<file path="src/rtl/prime_scan_ctrl.sv">
// Sweeps candidates lo..hi through an external prime detector, queues each prime
// in a small FIFO for a valid/ready consumer and counts the primes found.
module prime_scan_ctrl #(
   parameter int W     = 4,
   parameter int DEPTH = 4,
   parameter int CW    = 5
) (
   input  logic          clk,
   input  logic          rst,
   input  logic          start,
   input  logic [W-1:0]  lo,
   input  logic [W-1:0]  hi,
   output logic [W-1:0]  cand,
   input  logic          prime,
   output logic          busy,
   output logic          done,
   output logic [CW-1:0] cnt,
   output logic [W-1:0]  q_data,
   output logic          q_valid,
   input  logic          q_ready
);
   localparam int AW = (DEPTH > 1) ? $clog2(DEPTH) : 1;

   typedef enum logic [1:0] {IDLE, SCAN, DONE} state_t;

   state_t        state_q, state_d;
   logic [W-1:0]  cand_q, cand_d;
   logic [W-1:0]  hi_q, hi_d;
   logic [CW-1:0] cnt_q, cnt_d;

   logic [W-1:0]  mem_q [DEPTH];
   logic [AW:0]   wr_ptr_q, rd_ptr_q;
   logic          full, empty, push, pop;

   // Pointers carry one extra wrap bit so full and empty are distinguishable.
   assign empty = (wr_ptr_q == rd_ptr_q);
   assign full  = (wr_ptr_q[AW-1:0] == rd_ptr_q[AW-1:0]) && (wr_ptr_q[AW] != rd_ptr_q[AW]);
   assign pop   = !empty && q_ready;

   always_comb begin
      state_d = state_q;
      cand_d  = cand_q;
      hi_d    = hi_q;
      cnt_d   = cnt_q;
      push    = 1'b0;
      case (state_q)
         IDLE: begin
            if (start) begin
               cnt_d = '0;
               hi_d  = hi;
               if (lo <= hi) begin
                  cand_d  = lo;
                  state_d = SCAN;
               end else begin
                  state_d = DONE;
               end
            end
         end
         SCAN: begin
            // full is taken from registered pointers, so a same-cycle pop cannot unblock a push.
            if (!(prime && full)) begin
               if (prime) begin
                  push  = 1'b1;
                  cnt_d = cnt_q + CW'(1);
               end
               if (cand_q == hi_q) begin
                  state_d = DONE;
               end else begin
                  cand_d = cand_q + W'(1);
               end
            end
         end
         DONE: begin
            state_d = IDLE;
         end
         default: begin
            state_d = IDLE;
         end
      endcase
   end

   always_ff @(posedge clk or posedge rst) begin
      if (rst) begin
         state_q <= IDLE;
         cand_q  <= '0;
         hi_q    <= '0;
         cnt_q   <= '0;
      end else begin
         state_q <= state_d;
         cand_q  <= cand_d;
         hi_q    <= hi_d;
         cnt_q   <= cnt_d;
      end
   end

   always_ff @(posedge clk or posedge rst) begin
      if (rst) begin
         wr_ptr_q <= '0;
         rd_ptr_q <= '0;
         for (int i = 0; i < DEPTH; i++) begin
            mem_q[i] <= '0;
         end
      end else begin
         if (push) begin
            mem_q[wr_ptr_q[AW-1:0]] <= cand_q;
            wr_ptr_q                <= wr_ptr_q + (AW+1)'(1);
         end
         if (pop) begin
            rd_ptr_q <= rd_ptr_q + (AW+1)'(1);
         end
      end
   end

   assign cand    = cand_q;
   assign cnt     = cnt_q;
   assign busy    = (state_q != IDLE);
   assign done    = (state_q == DONE);
   assign q_valid = !empty;
   assign q_data  = mem_q[rd_ptr_q[AW-1:0]];

endmodule

</file>
<file path="config.mk">
export PLATFORM = sky130hd
export DESIGN_NAME = prime_scan_ctrl
export DESIGN_NICKNAME = d
export VERILOG_FILES = /design/src/rtl/prime_scan_ctrl.sv
export SDC_FILE = /design/constraint.sdc
export NUM_CORES = 1
export LEC_CHECK = 0
export CORE_MARGIN = 1
export CORE_UTILIZATION = 48
export DETAILED_ROUTE_END_ITERATION = 12
export HOLD_SLACK_MARGIN = 0.15
export PLACE_DENSITY = 0.74
export SYNTH_ARGS = -nofsm -noshare
export SYNTH_HDL_FRONTEND = slang
export SYNTH_SLANG_ARGS = --single-unit
</file>
<file path="constraint.sdc">
create_clock -name clk -period 1.75 [get_ports clk]
set_input_delay 0.175 -clock clk [delete_from_list [all_inputs] [get_ports clk]]
set_output_delay 0.175 -clock clk [all_outputs]
set_load 0.02 [all_outputs]
</file>
==> flow_summary.toml <==
[grt]
grt_usage = 0.212
grt_antenna_before_repair = 0
grt_pass1_vias = 1566
overflow = 0
grt_pass1_wl_um = 6820
grt_max_degree = 38

[synth]
syn_area_sq_mm = 0.00192
synth_seq_area_share = 0.483
synthTopCellsByCount = "dfrtp_1 (37), nand2_1 (36), o21ai_0 (27)"
synth_top_family_by_area = "compound AO/OA/AOI/OAI gates"
synth.avg_cell_area_sq_um = 10.4
yosys.cell_count.top_type = "dfrtp_1"
muxShareOfSynthArea = 0.0568
syn_inst = 185
async_flop_share = 1.00
yosysWarnings = 0
synth_edf_count = 0
synth_cell_types = 36
synthSimpleGateAreaFrac = 0.145
synth_top_area_frac = 0.483
synth_compound_area_frac = 0.155
synth_nets = 209
synthFlopType = "dfrtp_1"
ys_top_cells_by_area = "dfrtp_1 (48%), ha_1 (7.2%), nand2_1 (7.0%)"
synth_top_area_cell = "dfrtp_1"
ys_ff_latch = 37
synthAdderAreaFrac = 0.0718
synth_xor_area_frac = 0.0502

[power]
p_per_area_mw_per_mm2 = 1890
power.total_mw = 4.95
peakVddDrop_mv = 0.881
p_leak_nw = 1.21

[critical_path]
critical_path_class = "flop to flop"
critPathRequiredTime_ns = 1.92
cp_max_fo = 7
end_kind = "flop"
startpoint_type = "flop"
arrival_ns = 2.01
startpoint = "rd_ptr_q[0]$_DFFE_PP0P_"
timing.rr.start = "rd_ptr_q[0]$_DFFE_PP0P_"

[floorplan]
die_area_sq_mm = 0.00425
io_pins = 29
num_rows = 22
die_w_um = 65.2
core_sq_mm = 0.00374
die_h_um = 65.2
start_util = 0.512

[clock_network]
numCtsBuffers = 5
h-tree-depth = 2
clock_sinks = 37
clock_path_buffers = 2
cts_tree = "done"
cts_root_buf = "clkbuf_8"
insertion_delay_ns = 0.28
clk_pin_slew_ns = 0.07
hold_buffers = 0

[run_status]
outcome = "finished, violations left"
violations = "negative setup slack"

[routing]
antenna_left = 0
viasPerCell = 5.41
firstDrtPassIters = 4
drc = 0
finalWirelength_um = 4300
post_drt_wl_per_cell_um = 14.5
drt-initial-drc-count = 94
vias = 1602

[timing]
hold_violations = 0
clock_skew_ns = 0.00200
fin_crit_ns = 1.84
setup_viol = 4
rsz0062_at_grt = "yes"
worst_slack_ns = -0.0872
slew_headroom = 0.702
finalCritPeriodShare = 1.05
tightest_slew_ns = 0.447
hold_slack_ns = 0.294
fmax_ghz = 0.544
slew_violations = 0

[finish]
drive_gt1_frac = 0.238
layout.nets = 272
register_area_sq_um = 927
multiInputGateArea_sq_um = 992
antennaDiodeCount = 0
area_delta_synth_final_pct = 36.5
nFillCells = 304

[job]
cap_violations = 0

[placement]
gp_congestion = 0.815
place_hpwl_um = 3110
post-place-ws_ns = -0.351
portBuffers = 28

[min_path]
min_path_type = "primary input to asynchronous set/reset pin"
worst max-delay path, stage by stage, from the launching register on:
cell and delay, ns:
dfrtp_2 0.44, buf_6 0.13, xor2_2 0.18, or4b_4 0.53, nand3_4 0.13, o21ai_1 0.07, o221a_2 0.23
cell usage in the layout (no fill, tap or decap), types with 2 or more instances in the layout:
| cell | instances |
|---|---|
| nand2_1 | 36 |
| dfrtp_1 | 36 |
| buf_4 | 29 |
| o21ai_0 | 26 |
| clkdlybuf4s50_1 | 22 |
| inv_1 | 15 |
| ha_1 | 9 |
| xnor2_1 | 8 |
| clkbuf_8 | 6 |
| nand3_1 | 5 |
| nor2_1 | 5 |
| nor2b_1 | 3 |
| and2_1 | 3 |
| mux4_2 | 3 |
| buf_6 | 3 |
| o31ai_1 | 2 |
| nand4_1 | 2 |
| o221a_2 | 2 |
| nand2b_1 | 2 |
| ha_4 | 2 |
| buf_2 | 2 |
report_power, final:
group / total, mW / internal, mW / switching (mW)
Clock: 0.588 / 0.312 / 0.276
Sequential: 1.55 / 1.25 / 0.300
Combinational: 2.81 / 1.38 / 1.43
stage by stage:
stage / cells / TNS (ns) / util / instance area, sq um
global placement: 279 / -1.24 / 0.646 / 2420
CTS: 294 / -0.266 / 0.688 / 2570
floorplan: 185 / -0.0167 / - / 1950
detailed placement: 279 / -1.66 / 0.646 / 2420
global route: 296 / -1.23 / 0.699 / 2620
finish: 296 / -0.163 / 0.699 / 2620
kinds of logic after synthesis:
logic type,count (synthesis)
and+or+nand+nor,60
AOI/OAI and AO/OA,44
DFF,37
buffers and inverters,17
xor gates and xnor gates,11
adders and majority gates,11
muxes,5
final timing paths:
kind                                           end  slack, ns  cells past startpoint
max                            cand[3]$_DFFE_PP0P_      -0.09                      6
max in group asynchronous  rd_ptr_q[0]$_DFFE_PP0P_       1.12                      3
max reg2reg                    cand[3]$_DFFE_PP0P_      -0.09                      6
min reg2reg                     cnt[4]$_DFFE_PP0P_       0.48                      1
min                        rd_ptr_q[2]$_DFFE_PP0P_       0.29                      3
min in group clk                cnt[4]$_DFFE_PP0P_       0.48                      1
layer usage:
metal,GRT usage,share of wire,up-vias
li1,-,-,774
met4,0.0571,0.0098,0
met2,0.383,0.51,46
met5,0,0,-
met1,0.256,0.44,774
met3,0.0417,0.045,8
layout make-up:
cell class,instances,area share
multi-input cells,131,0.379
flip-flops and latches,37,0.354
repair buffers,58,0.189
clock buffers,7,0.0330
well taps,48,0.0229
inverters,15,0.0215
registers in the layout (all words and copies together), names as in the netlist:
| signal | cells |
|---|---|
| mem_q | 16 |
| hi_q | 4 |
| cnt | 5 |
| state_q | 2 |
| wr_ptr_q | 3 |
| cand | 4 |
| rd_ptr_q | 3 |
timing repair:
item / CTS / global route
endpoints found under the setup margin: 12 / 28
gates resized for setup: 20 / 13
buffers inserted: 8 / 2
pin swaps: 3 / 2
gates cloned: 0 / 0
Note: power is estimated with default switching activity, not from simulation.
